File: src/rtl/dac_axis_pkg.sv
// Shared widths and the playback state enumeration for the DAC AXI-stream sink.
// Latency: n/a (package). Backpressure: n/a.
// Contents: sample/beat widths, underrun counter width, state_t.
package dac_axis_pkg;

  localparam int SAMPLE_W       = 16;
  localparam int BEAT_W         = 64;
  localparam int UNDERRUN_CNT_W = 16;

  typedef enum logic [1:0] {
    ST_IDLE  = 2'd0,
    ST_PRIME = 2'd1,
    ST_PLAY  = 2'd2
  } state_t;

endpackage

File: src/rtl/dac_beat_fifo.sv
// Single-clock beat buffer holding {last, half, data} per entry, head visible combinationally.
// Latency: a pushed beat is at the head the cycle after the push edge.
// Backpressure: caller must not push when full; push at full / pop at empty are ignored.
// Ports: clk, rst_n (async low), flush (sync empty), push/push_*, pop, head_*, count, empty, full.
module dac_beat_fifo #(
  parameter int DEPTH = 8,
  parameter int DW    = 64
) (
  input  logic                     clk,
  input  logic                     rst_n,
  input  logic                     flush,
  input  logic                     push,
  input  logic [DW-1:0]            push_data,
  input  logic                     push_last,
  input  logic                     push_half,
  input  logic                     pop,
  output logic [DW-1:0]            head_data,
  output logic                     head_last,
  output logic                     head_half,
  output logic [$clog2(DEPTH):0]   count,
  output logic                     empty,
  output logic                     full
);

  localparam int AW = $clog2(DEPTH);

  logic [DW+1:0] mem [DEPTH];
  logic [AW-1:0] wr_ptr;
  logic [AW-1:0] rd_ptr;
  logic          push_ok;
  logic          pop_ok;

  assign empty   = (count == '0);
  assign full    = (count == (AW+1)'(DEPTH));
  assign push_ok = push && !full;
  assign pop_ok  = pop && !empty;

  assign {head_last, head_half, head_data} = mem[rd_ptr];

  always_ff @(posedge clk or negedge rst_n) begin
    if (!rst_n) begin
      wr_ptr <= '0;
      rd_ptr <= '0;
      count  <= '0;
    end else if (flush) begin
      wr_ptr <= '0;
      rd_ptr <= '0;
      count  <= '0;
    end else begin
      if (push_ok) wr_ptr <= wr_ptr + 1'b1;
      if (pop_ok)  rd_ptr <= rd_ptr + 1'b1;
      unique case ({push_ok, pop_ok})
        2'b10:   count <= count + 1'b1;
        2'b01:   count <= count - 1'b1;
        default: count <= count;
      endcase
    end
  end

  // Storage needs no reset: occupancy alone decides what is valid.
  always_ff @(posedge clk) begin
    if (push_ok && !flush) mem[wr_ptr] <= {push_last, push_half, push_data};
  end

endmodule

File: src/rtl/dac_data_axis_sink.sv
// AXI-stream sink that buffers I/Q beats and plays one registered sample per cycle to a DAC.
// Latency: first sample is valid the cycle after PLAY is entered; PRIME waits for PRIME_LEVEL beats or a tlast.
// Backpressure: s_axis_tready drops when the beat FIFO is full or abort is high.
// Ports: aclk/aresetn; s_axis_* slave; dac_enable/abort/clear_status control;
//        dac_data_i/q/valid, frame_start/done pulses, sticky underrun + counter, sample_count, busy.
module dac_data_axis_sink
  import dac_axis_pkg::*;
#(
  parameter int DAC_AXI_DATA_WIDTH = BEAT_W,
  parameter int FIFO_DEPTH         = 8,
  parameter int PRIME_LEVEL        = 4
) (
  input  logic                            aclk,
  input  logic                            aresetn,
  input  logic [DAC_AXI_DATA_WIDTH-1:0]   s_axis_tdata,
  input  logic                            s_axis_tvalid,
  input  logic                            s_axis_tlast,
  input  logic [DAC_AXI_DATA_WIDTH/8-1:0] s_axis_tkeep,
  output logic                            s_axis_tready,
  input  logic                            dac_enable,
  input  logic                            abort,
  input  logic                            clear_status,
  output logic [SAMPLE_W-1:0]             dac_data_i,
  output logic [SAMPLE_W-1:0]             dac_data_q,
  output logic                            dac_data_valid,
  output logic                            frame_start,
  output logic                            frame_done,
  output logic                            underrun,
  output logic [UNDERRUN_CNT_W-1:0]       underrun_count,
  output logic [31:0]                     sample_count,
  output logic                            busy
);

  localparam int KW = DAC_AXI_DATA_WIDTH / 8;
  localparam int CW = $clog2(FIFO_DEPTH) + 1;
  localparam logic [CW-1:0] PRIME_LVL = CW'(PRIME_LEVEL);

  state_t                        state, state_nxt;
  logic                          pos, pos_nxt;      // 0: low sample of head beat, 1: high sample
  logic                          in_frame;          // a sample of the current frame has been played
  logic                          ready_en;          // holds tready low until the first edge after reset
  logic [CW-1:0]                 last_cnt;          // stored beats carrying tlast
  logic                          push, pop, half;
  logic [DAC_AXI_DATA_WIDTH-1:0] head_data;
  logic                          head_last, head_half;
  logic [CW-1:0]                 fifo_count;
  logic                          fifo_empty, fifo_full;
  logic [SAMPLE_W-1:0]           smp_i, smp_q;
  logic                          smp_vld, smp_fs, smp_fd, urun;
  logic                          unused_keep;

  assign s_axis_tready = ready_en && !fifo_full && !abort;
  assign push          = s_axis_tvalid && s_axis_tready;
  // Only the upper half enables of the closing beat matter; all other tkeep bits are ignored.
  assign half          = s_axis_tlast && (s_axis_tkeep[KW-1:KW/2] == '0);
  assign unused_keep   = &{1'b0, s_axis_tkeep[KW/2-1:0]};
  assign busy          = (state != ST_IDLE);

  dac_beat_fifo #(
    .DEPTH (FIFO_DEPTH),
    .DW    (DAC_AXI_DATA_WIDTH)
  ) u_fifo (
    .clk       (aclk),
    .rst_n     (aresetn),
    .flush     (abort),
    .push      (push),
    .push_data (s_axis_tdata),
    .push_last (s_axis_tlast),
    .push_half (half),
    .pop       (pop),
    .head_data (head_data),
    .head_last (head_last),
    .head_half (head_half),
    .count     (fifo_count),
    .empty     (fifo_empty),
    .full      (fifo_full)
  );

  always_comb begin
    state_nxt = state;
    pos_nxt   = pos;
    pop       = 1'b0;
    smp_vld   = 1'b0;
    smp_i     = '0;
    smp_q     = '0;
    smp_fs    = 1'b0;
    smp_fd    = 1'b0;
    urun      = 1'b0;
    unique case (state)
      ST_IDLE: begin
        if (!fifo_empty) state_nxt = ST_PRIME;
      end
      ST_PRIME: begin
        if (fifo_count >= PRIME_LVL || last_cnt != '0) state_nxt = ST_PLAY;
      end
      ST_PLAY: begin
        if (dac_enable) begin
          if (fifo_empty) begin
            // Still inside a frame with nothing buffered: emit a hole and count it.
            urun = 1'b1;
          end else begin
            smp_vld = 1'b1;
            smp_fs  = !in_frame;
            if (pos) begin
              smp_i = head_data[3*SAMPLE_W +: SAMPLE_W];
              smp_q = head_data[2*SAMPLE_W +: SAMPLE_W];
            end else begin
              smp_i = head_data[SAMPLE_W +: SAMPLE_W];
              smp_q = head_data[0 +: SAMPLE_W];
            end
            if (pos || head_half) begin
              pop     = 1'b1;
              pos_nxt = 1'b0;
              if (head_last) begin
                smp_fd = 1'b1;
                // Head is leaving; anything else stored or arriving now starts the next prime.
                state_nxt = (fifo_count != CW'(1) || push) ? ST_PRIME : ST_IDLE;
              end
            end else begin
              pos_nxt = 1'b1;
            end
          end
        end
      end
      default: state_nxt = ST_IDLE;
    endcase
    if (abort) begin
      state_nxt = ST_IDLE;
      pos_nxt   = 1'b0;
      pop       = 1'b0;
      smp_vld   = 1'b0;
      smp_i     = '0;
      smp_q     = '0;
      smp_fs    = 1'b0;
      smp_fd    = 1'b0;
      urun      = 1'b0;
    end
  end

  always_ff @(posedge aclk or negedge aresetn) begin
    if (!aresetn) begin
      state          <= ST_IDLE;
      pos            <= 1'b0;
      in_frame       <= 1'b0;
      ready_en       <= 1'b0;
      last_cnt       <= '0;
      dac_data_i     <= '0;
      dac_data_q     <= '0;
      dac_data_valid <= 1'b0;
      frame_start    <= 1'b0;
      frame_done     <= 1'b0;
      underrun       <= 1'b0;
      underrun_count <= '0;
      sample_count   <= '0;
    end else begin
      state          <= state_nxt;
      pos            <= pos_nxt;
      ready_en       <= 1'b1;
      dac_data_i     <= smp_i;
      dac_data_q     <= smp_q;
      dac_data_valid <= smp_vld;
      frame_start    <= smp_fs;
      frame_done     <= smp_fd;

      if (abort || smp_fd) in_frame <= 1'b0;
      else if (smp_vld)    in_frame <= 1'b1;

      if (abort) begin
        last_cnt <= '0;
      end else begin
        unique case ({push && s_axis_tlast, pop && head_last})
          2'b10:   last_cnt <= last_cnt + 1'b1;
          2'b01:   last_cnt <= last_cnt - 1'b1;
          default: last_cnt <= last_cnt;
        endcase
      end

      if (smp_vld) sample_count <= smp_fs ? 32'd1 : sample_count + 32'd1;

      // A new underrun beats a simultaneous clear: the flag stays set and this cycle is counted.
      if (urun) begin
        underrun <= 1'b1;
        if (clear_status)
          underrun_count <= UNDERRUN_CNT_W'(1);
        else if (underrun_count != {UNDERRUN_CNT_W{1'b1}})
          underrun_count <= underrun_count + 1'b1;
      end else if (clear_status) begin
        underrun       <= 1'b0;
        underrun_count <= '0;
      end
    end
  end

endmodule
File: config.mk
export PLATFORM = sky130hd
export DESIGN_NAME = dac_data_axis_sink
export DESIGN_NICKNAME = d
export VERILOG_FILES = /design/src/rtl/dac_axis_pkg.sv /design/src/rtl/dac_beat_fifo.sv /design/src/rtl/dac_data_axis_sink.sv
export SDC_FILE = /design/constraint.sdc
export NUM_CORES = 1
export LEC_CHECK = 0
export CORE_MARGIN = 1
export CORE_UTILIZATION = 40
export CTS_CLUSTER_DIAMETER = 100
export DETAILED_ROUTE_END_ITERATION = 16
export DONT_BUFFER_PORTS = 1
export PLACE_DENSITY = 0.53
export SLEW_MARGIN = 15
export SYNTH_ARGS = -nofsm -noshare
export SYNTH_HDL_FRONTEND = slang
export SYNTH_SLANG_ARGS = --single-unit
File: constraint.sdc
create_clock -name aclk -period 13.8 [get_ports aclk]
set_clock_uncertainty 0.2 [all_clocks]
set_input_delay 2.07 -clock aclk [delete_from_list [all_inputs] [get_ports aclk]]
set_output_delay 2.07 -clock aclk [all_outputs]
set_load 0.005 [all_outputs]
After elaboration in Yosys (flattened, before gate mapping)
Memories as Yosys holds them, arrays and structs flattened.
Cells that the tools add are included.
- $lt $le $gt $ge: 1
- eq/ne operators: 16
- reduce and logical (&&, ||, !) cells: 34
- add/subtract/negate cells: 8
- muxes and demuxes: 66
- operators by type and width (cell ; number):
    16-bit 2-to-1 mux ; 14
    1-bit 2-to-1 mux ; 35
    32-bit by 1-bit adder with 32-bit output (second input constant) ; 1
    32-bit 2-to-1 mux ; 1
    3-bit != test (second input constant) ; 6
    16-bit by 1-bit adder with 16-bit output (second input constant) ; 1
    16-bit != test (second input constant) ; 1
    4-bit case mux with 2 select lines ; 2
    2-bit nonzero test ; 8
    2-bit 2-to-1 mux ; 7
    3-bit 2-to-1 mux ; 4
    1-bit logical AND ; 9
    4-bit by 1-bit adder with 4-bit output (second input constant) ; 2
    4-bit logical NOT ; 2
    4-bit 2-to-1 mux ; 2
    4-bit by 1-bit subtractor with 4-bit output (second input constant) ; 2
    3-bit by 1-bit adder with 3-bit output (second input constant) ; 2
    2-bit by 1-bit equality test with 1-bit output (second input constant) ; 3
    2-bit equality test (second input constant) ; 3
    2-bit case mux with 3 select lines ; 1
    6-bit AND reduction ; 1
    3-bit nonzero test ; 2
    4-bit equality test (second input constant) ; 1
    4-bit by 3-bit greater-or-equal comparator with 1-bit output (second input constant) ; 1
    8 further kinds ; 14
- bits of input ports: 79
- bits in writable memories: 528
- flip-flop bits (word level): 103
- output and inout port bits: 86
- memories kept: 1
- logic and storage cells: 142
- memories (memory ; depth ; bits a word ; read ports ; clocked after Yosys merged registers in ; wr ports ; line ; source):
    u_fifo.mem ; 8 ; 66 ; 1 ; 0 ; 1 ; dac_beat_fifo.sv:27 ; logic [DW+1:0] mem [DEPTH];

Longest topological paths before layout
Gate-level depths: netlist of the first run.
- word-level depth: 13
- depth in mapped cells: 13
- gate-level depth less buffers: 12

Cells and area by module
From an unflattened synthesis of the first run, not the netlist that was laid out.
- cell total of the unflattened synthesis: 1311
- area total of the unflattened synthesis: 25264.2 µm²
- by module, submodules not included (module ; cells an instance ; sequential area each (µm²) ; times used ; area an instance (µm²)):
    dac_beat_fifo ; 839 ; 16105.4 ; 1 ; 20493.4
    dac_data_axis_sink ; 472 ; 2327.2 ; 1 ; 4770.8

Least setup slack after synthesis of the first run
No wires, ideal clock.
- path type: input port to flip-flop
- start: input abort
- end: memory u_fifo.mem[4][0] in the netlist's numbering, enable pin
- path buffers: 2
- arrival: 9.592 ns
- required time: 12.924 ns
- library setup time: 0.676 ns
- setup slack: 3.332 ns
- stages on the path: 5
- cells stage by stage: clkbuf_1 nor2b_1 nand3_1 clkbuf_1 nor4b_1
- cells in the longest elaborated chain, start to end: 7
- ends and longest elaborated chain (what ; line ; source):
    from (decl) ; dac_data_axis_sink.sv:21 ; input logic abort,
    1-bit logical NOT (*) ; dac_beat_fifo.sv:62, dac_data_axis_sink.sv:52 ;
    1-bit logical AND ; dac_data_axis_sink.sv:52 ; assign s_axis_tready = ready_en && !fifo_full && !abort;
    1-bit logical AND ; dac_data_axis_sink.sv:53 ; assign push = s_axis_tvalid && s_axis_tready;
    1-bit logical AND ; dac_beat_fifo.sv:35 ; assign push_ok = push && !full;
    1-bit logical AND (*) ; dac_beat_fifo.sv:62 ; if (push_ok && !flush) mem[wr_ptr] <= {push_last, push_half, push_data};
    1-bit 2-to-1 mux (*) ; dac_beat_fifo.sv:62 ;
    1-bit 2-to-1 mux (not written as such) (*) ; dac_beat_fifo.sv:62 ;
    to (decl) ; dac_beat_fifo.sv:27 ;
Mark *: on every way between the ends. The rest lies on a longest branch, timed or not.

Final worst setup path of the first run
- start: input abort
- end: output s_axis_tready
- cells in the longest elaborated chain, start to end: 2
- ends and longest elaborated chain (what ; line ; source):
    1-bit logical NOT ; dac_data_axis_sink.sv:52 ;
    1-bit logical AND ; dac_data_axis_sink.sv:52 ;
    to (decl) ; dac_data_axis_sink.sv:19 ; output logic s_axis_tready,
Every way passes these cells.

==> results of run 1 <==
cell type report:
cell class	instances	share of cell area, %
multi-input combinational	516	21.6
clock buffer	89	6.80
tap	782	3.50
sequential	631	66.0
inverter	16	0.215
timing repair buffer	21	0.609
clock inverter	36	1.24
state kept, by name, indices dropped and copies added (netlist names):
| signal | cells |
|---|---|
| dac_data_q | 16 |
| ready_en | 1 |
| state | 2 |
| dac_data_i | 16 |
| frame_done | 1 |
| u_fifo.mem | 528 |
| u_fifo.wr_ptr | 3 |
| u_fifo.rd_ptr | 3 |
| u_fifo.count | 4 |
| last_cnt | 4 |
| sample_count | 32 |
| underrun | 1 |
| frame_start | 1 |
| dac_data_valid | 1 |
| underrun_count | 16 |
| pos | 1 |
| in_frame | 1 |
stage by stage:
stage / cell area, µm² / hold WS (ps)
final: 28000 / 321
after floorplan: 24800 / 277
after CTS: 28000 / 333
after global routing: 28000 / 373
after detailed placement: 25700 / 321
after global placement: 25700 / 310
final timing paths:
| kind | start | to | depth (start not counted) |
|---|---|---|---|
| worst max-delay path | abort | s_axis_tready | 2 |
| worst min-delay path | underrun$_DFFE_PN0P_ | underrun$_DFFE_PN0P_ | 1 |
| worst max register to register | u_fifo.rd_ptr[0]$_DFFE_PN0P_ | last_cnt[3]$_DFFE_PN0P_ | 12 |
| worst min register to register | underrun$_DFFE_PN0P_ | underrun$_DFFE_PN0P_ | 1 |
| max in group asynchronous | aresetn | dac_data_valid$_DFF_PN0_ | 0 |
| min in group asynchronous | aresetn | sample_count[10]$_DFFE_PN0P_ | 0 |
cell usage after synthesis, drive strengths merged (5+ instances only):
cell type  count
nor2b          7
mux2i          7
o31ai          7
or3           14
a21o           6
inv           15
mux4         164
a22o          10
clkbuf        33
a21oi         24
and3           6
nor4           6
buf           26
mux2           5
nor3          13
o211ai         5
o21ai         19
dfrtp        103
or4           10
nand3         23
ha             9
nand4         14
xor2          14
xnor2          8
nor3b          6
nor2          32
nand2         36
edfxtp       528
and2          40
metal layers:
layer	routed length [µm]	share of wire, %	vias up	global-route usage (%)
met5	0	0	-	0
met4	872	1.7	0	4.97
met3	3710	7.2	55	5.22
met2	24900	48	245	27.1
met1	22200	43	6180	21.9
li1	-	-	5069	-
power by group:
group	switching (W)	leakage (nW)	total (W)	internal, W
Sequential	0.0000111	6.18	0.00209	0.00208
Clock	0.000751	1.10	0.00181	0.00106
Combinational	0.0000264	1.87	0.0000501	0.0000237
Total	0.000789	9.15	0.00395	0.00317
cells by family after synthesis:
kind of cell	synth area share, %
and+or+nand+nor	5.10
AOI/OAI and AO/OA	2.35
adders and majority gates	0.534
other	0.0151
DFF	74.3
buffers and inverters	1.56
xor gates and xnor gates	0.806
muxes	15.4
placed cells by master, fill, tap and decap left out, types with 20 or more instances in the layout:
cell type	instances
and2_1	40
clkbuf_16	69
edfxtp_1	528
buf_4	20
nand3_1	23
a21oi_1	24
nand2_1	36
mux4_2	164
dfrtp_1	99
nor2_1	31
==> flow_summary.ini, run 1 <==
[setup_path]
critical_path_class = input port to output pin
path_cells = nor2b_1 -> and2_1
crit_path_end_kind = output pin
cpLargestDelayFamily = simple AND/OR/NAND/NOR gates
critical_path.max_stage_delay_ps = 200
worst-r2r-setup-slack_ps = 9220
worstPathRequired_ps = 11530
crit_arrival_ps = 2420
start_kind = input port
crit_buf_inv = 0
cpMaxStageDelayCell = and2_1
crit_fanout = 19

[timing]
rsz0062_at_grt = false
relSlewSlack_pct = 29.7
worstMarginPinSlew_ps = 1050
fin_ws_ps = 9110
hold_viol = 0
setup_viol = 0
final_max_slew_viol_count = 0
finalSetupTns_ps = 0
min_period_ps = 4690
fmax_mhz = 213
timing.final.crit_share_pct = 34.0

[clock_network]
clk_pin_slew_ps = 50
cts_setup_buffers = 0
cts.sinks = 631
root_buffer = clkbuf_16
hold_buffers = 0
cts_tree = done
htree_num_levels = 3
cts_buffers = 69
cts.path.max_buffers = 3
ctsResizeCount = 0
clock_latency_ps = 600

[floorplanning]
core-area_mm2 = 0.0608
initial_core_util_pct = 40.8
die_height_um = 251
rows = 90
dieArea_mm2 = 0.0631
io_pins = 165
die_x_um = 251

[placement]
dp.cells = 1966
dpl.hpwl_mm = 26.6
port_buffers = 0
globalplace.congestion = 0.728
place_ws_ps = 8820

[final_layout]
fin_util_pct = 46.0
multiInputGateArea_mm2 = 0.00605
layout.area.seq_mm2 = 0.0184
drive_gt1_share_pct = 24.3
fillers = 5138
layout.cells.non_filler = 2091
area_growth_pct = 12.6
nets = 1344
antenna_cells = 0

[logic_synthesis]
yosys.cell_types.count = 66
yosys.area.top_type = edfxtp_1
synth_edf_count = 528
ys_seq_area_share_pct = 74.3
ys_ff_latch = 631
synth_fp_nets = 1311
synthesis.instances = 1222
syn_area_per_cell_um2 = 20.3
synthFlopType = edfxtp_1
yosys.area.top_type_share_pct = 63.9
synth_area_mm2 = 0.0248
synthTopCellsByArea = edfxtp_1 (64%), mux4_2 (15%), dfrtp_1 (10%), and2_1 (1.0%), nand2_1 (0.54%)
yosys_warnings = 0
synth-async-reset-ratio_pct = 16.3

[power_and_ir_drop]
cellLeakagePower_nw = 9.15
vdd_ir_drop_max_mv = 0.0777
power_density_mw_per_mm2 = 141
total_power_w = 0.00395

[route]
via_per_inst = 5.52
drt-wirelength-per-cell_um = 24.7
drt_iter0_markers = 696
via_count = 11549
dr.pass1.iters = 5
drt.antenna.violating_nets = 0
wirelength_mm = 51.6
drc = 0

[global_routing]
antenna_found_initial = 1
grt_max_degree = 106
grt_pass1_vias = 12282
grt_pass1_wl_mm = 78.2
grtUsageTotal_pct = 16.8
grt-ovfl-total = 0

[job]
drv_cap = 0

[outcome]
outcome = finished, final reports clean

[hold_path]
min_path_type = flop to flop
No activity file was read; power rests on OpenSTA's default activity.
==> run 2: changes to the inputs <==
==> constraint.sdc (replaced) <==
create_clock -name aclk -period 4.9 [get_ports aclk]
set_clock_uncertainty 0.2 [all_clocks]
set_input_delay 0.735 -clock aclk [delete_from_list [all_inputs] [get_ports aclk]]
set_output_delay 0.735 -clock aclk [all_outputs]
set_load 0.005 [all_outputs]
==> run 2 against run 1 <==
  * Combinational power rose to 4.5 times the previous value
  * Clock power rose to 2.9 times the previous value
  * Design area rose by 2.5%
  * Final cell count rose by 2.5%
  * Critical path type is now flop to flop
  * Setup slack got worse by 7700 ps
  * Utilization rose by 1.1 points
  * Flip-flop and latch count did not move
  * Non-clock buffer count rose by 50
  * Critical endpoint is now last_cnt[3]$_DFFE_PN0P_
  * Sequential power rose to 2.8 times the previous value
  * Die area did not move
  * Via count rose by 2.4%
  * Clock-buffer cell count rose by 5
==> flow_summary.ini, run 2 (synthesis results as in run 1) <==
[timing]
fmax_mhz = 283
min_period_ps = 3540
whs_ps = 39.1
relSlewSlack_pct = 44.3
hold_viol = 0
rsz0062_at_grt = false
final_max_slew_viol_count = 0
timing.final.crit_share_pct = 72.2
worstMarginPinSlew_ps = 836
setup_viol = 0

[setup_path]
crit_path_end_kind = flop
path_cells = mux4_2 -> o211ai_2 -> a211o_2 -> nor2_1 -> and2_1 -> ha_1 -> a21o_1 -> a21oi_1 -> a21boi_0 -> mux2i_1 -> mux2_1
start_kind = flop
ff2ff_path_depth = 11
crit_arrival_ps = 3800
critical_path_class = flop to flop
cpLargestDelayFamily = compound AO/OA/AOI/OAI gates
path_depth = 11
critical_path.max_stage_delay_ps = 640
worstPathRequired_ps = 5170
crit_fanout = 17
crit_buf_inv = 0
cpMaxStageDelayCell = dfrtp_4

[outcome]
outcome = finished, final reports clean

[clock_network]
cts_tree = done
htree_num_levels = 3
cts_buffers = 69
cts.path.max_buffers = 3
cts_setup_buffers = 0
ctsResizeCount = 0
root_buffer = clkbuf_16
cts.sinks = 631
clock_latency_ps = 600
clk_pin_slew_ps = 60
hold_buffers = 49

[hold_path]
min_path_type = input port to flop
hold_depth = 0

[placement]
dpl.hpwl_mm = 26.7
globalplace.congestion = 0.725
port_buffers = 0

[final_layout]
drive_gt1_share_pct = 23.5
layout_common_cells = edfxtp_1 (528), mux4_2 (164), dfrtp_1 (99)
reg_top3 = u_fifo.mem x528, sample_count x32
area_growth_pct = 15.4
nets = 1394
mostFrequentLayoutCell = edfxtp_1
regMostFlops = u_fifo.mem
antenna_cells = 0
largest_reg_flops = 528

[floorplanning]
io_pins = 165
core-area_mm2 = 0.0608
rows = 90
initial_core_util_pct = 40.8
dieArea_mm2 = 0.0631
die_height_um = 251
die_x_um = 251

[route]
via_count = 11822
wirelength_mm = 53.0
drt-wirelength-per-cell_um = 24.7
dr.pass1.iters = 7
drt_iter0_markers = 886
drc = 0
drt.antenna.violating_nets = 0
via_per_inst = 5.52

[power_and_ir_drop]
cellLeakagePower_nw = 9.40
vdd_ir_drop_max_mv = 0.251
total_power_w = 0.0114
power_density_mw_per_mm2 = 396

[global_routing]
grt-ovfl-total = 0
grt_max_degree = 104
grtUsageTotal_pct = 17.3
grt_pass1_wl_mm = 80.8
antenna_found_initial = 6
grt_pass1_vias = 12554

[job]
drv_cap = 0
[run 2: worst paths after layout]
kind / endpoint / from / slack (ps)
max: last_cnt[3]$_DFFE_PN0P_ / u_fifo.rd_ptr[0]$_DFFE_PN0P_ / 1360
min: u_fifo.mem[4][20]$_DFFE_PP_ / s_axis_tdata[20] / 40
max reg2reg: last_cnt[3]$_DFFE_PN0P_ / u_fifo.rd_ptr[0]$_DFFE_PN0P_ / 1360
max in group asynchronous: dac_data_i[7]$_DFF_PN0_ / aresetn / 3430
min reg2reg: underrun$_DFFE_PN0P_ / underrun$_DFFE_PN0P_ / 310
min in group asynchronous: sample_count[11]$_DFFE_PN0P_ / aresetn / 580
[run 2: per-layer routing]
layer,global-route usage (%),up-vias,part of all wire (%)
met2,27.4,257,48
met3,4.37,62,6.0
met5,0,-,0.087
met1,23.7,6327,45
met4,4.91,8,1.5
li1,-,5168,-
[run 2: layout make-up]
type | instances | area (µm²)
fill | 5088 | 32200
sequential | 631 | 18400
multi-input combinational | 516 | 6110
clock buffer | 94 | 1930
tap | 782 | 978
timing repair buffer | 71 | 761
clock inverter | 33 | 365
inverter | 16 | 60.1
[run 2: stage by stage]
step,cell area (µm²),cells,TNS [ps],util (%),setup WS [ps]
final,28700,2143,0,47.1,1360
after global routing,28700,2143,0,47.1,1080
after CTS,28600,2143,0,47.1,1340
after detailed placement,25800,1967,0,42.5,1360
after global placement,25800,1967,0,42.5,1370
after floorplan,24900,1222,-189190,-,-964
[run 2: power by group]
part,internal (W),switching [W]
logic,0.0000968,0.000130
clock network,0.00315,0.00208
registers,0.00587,0.0000333
total,0.00911,0.00225
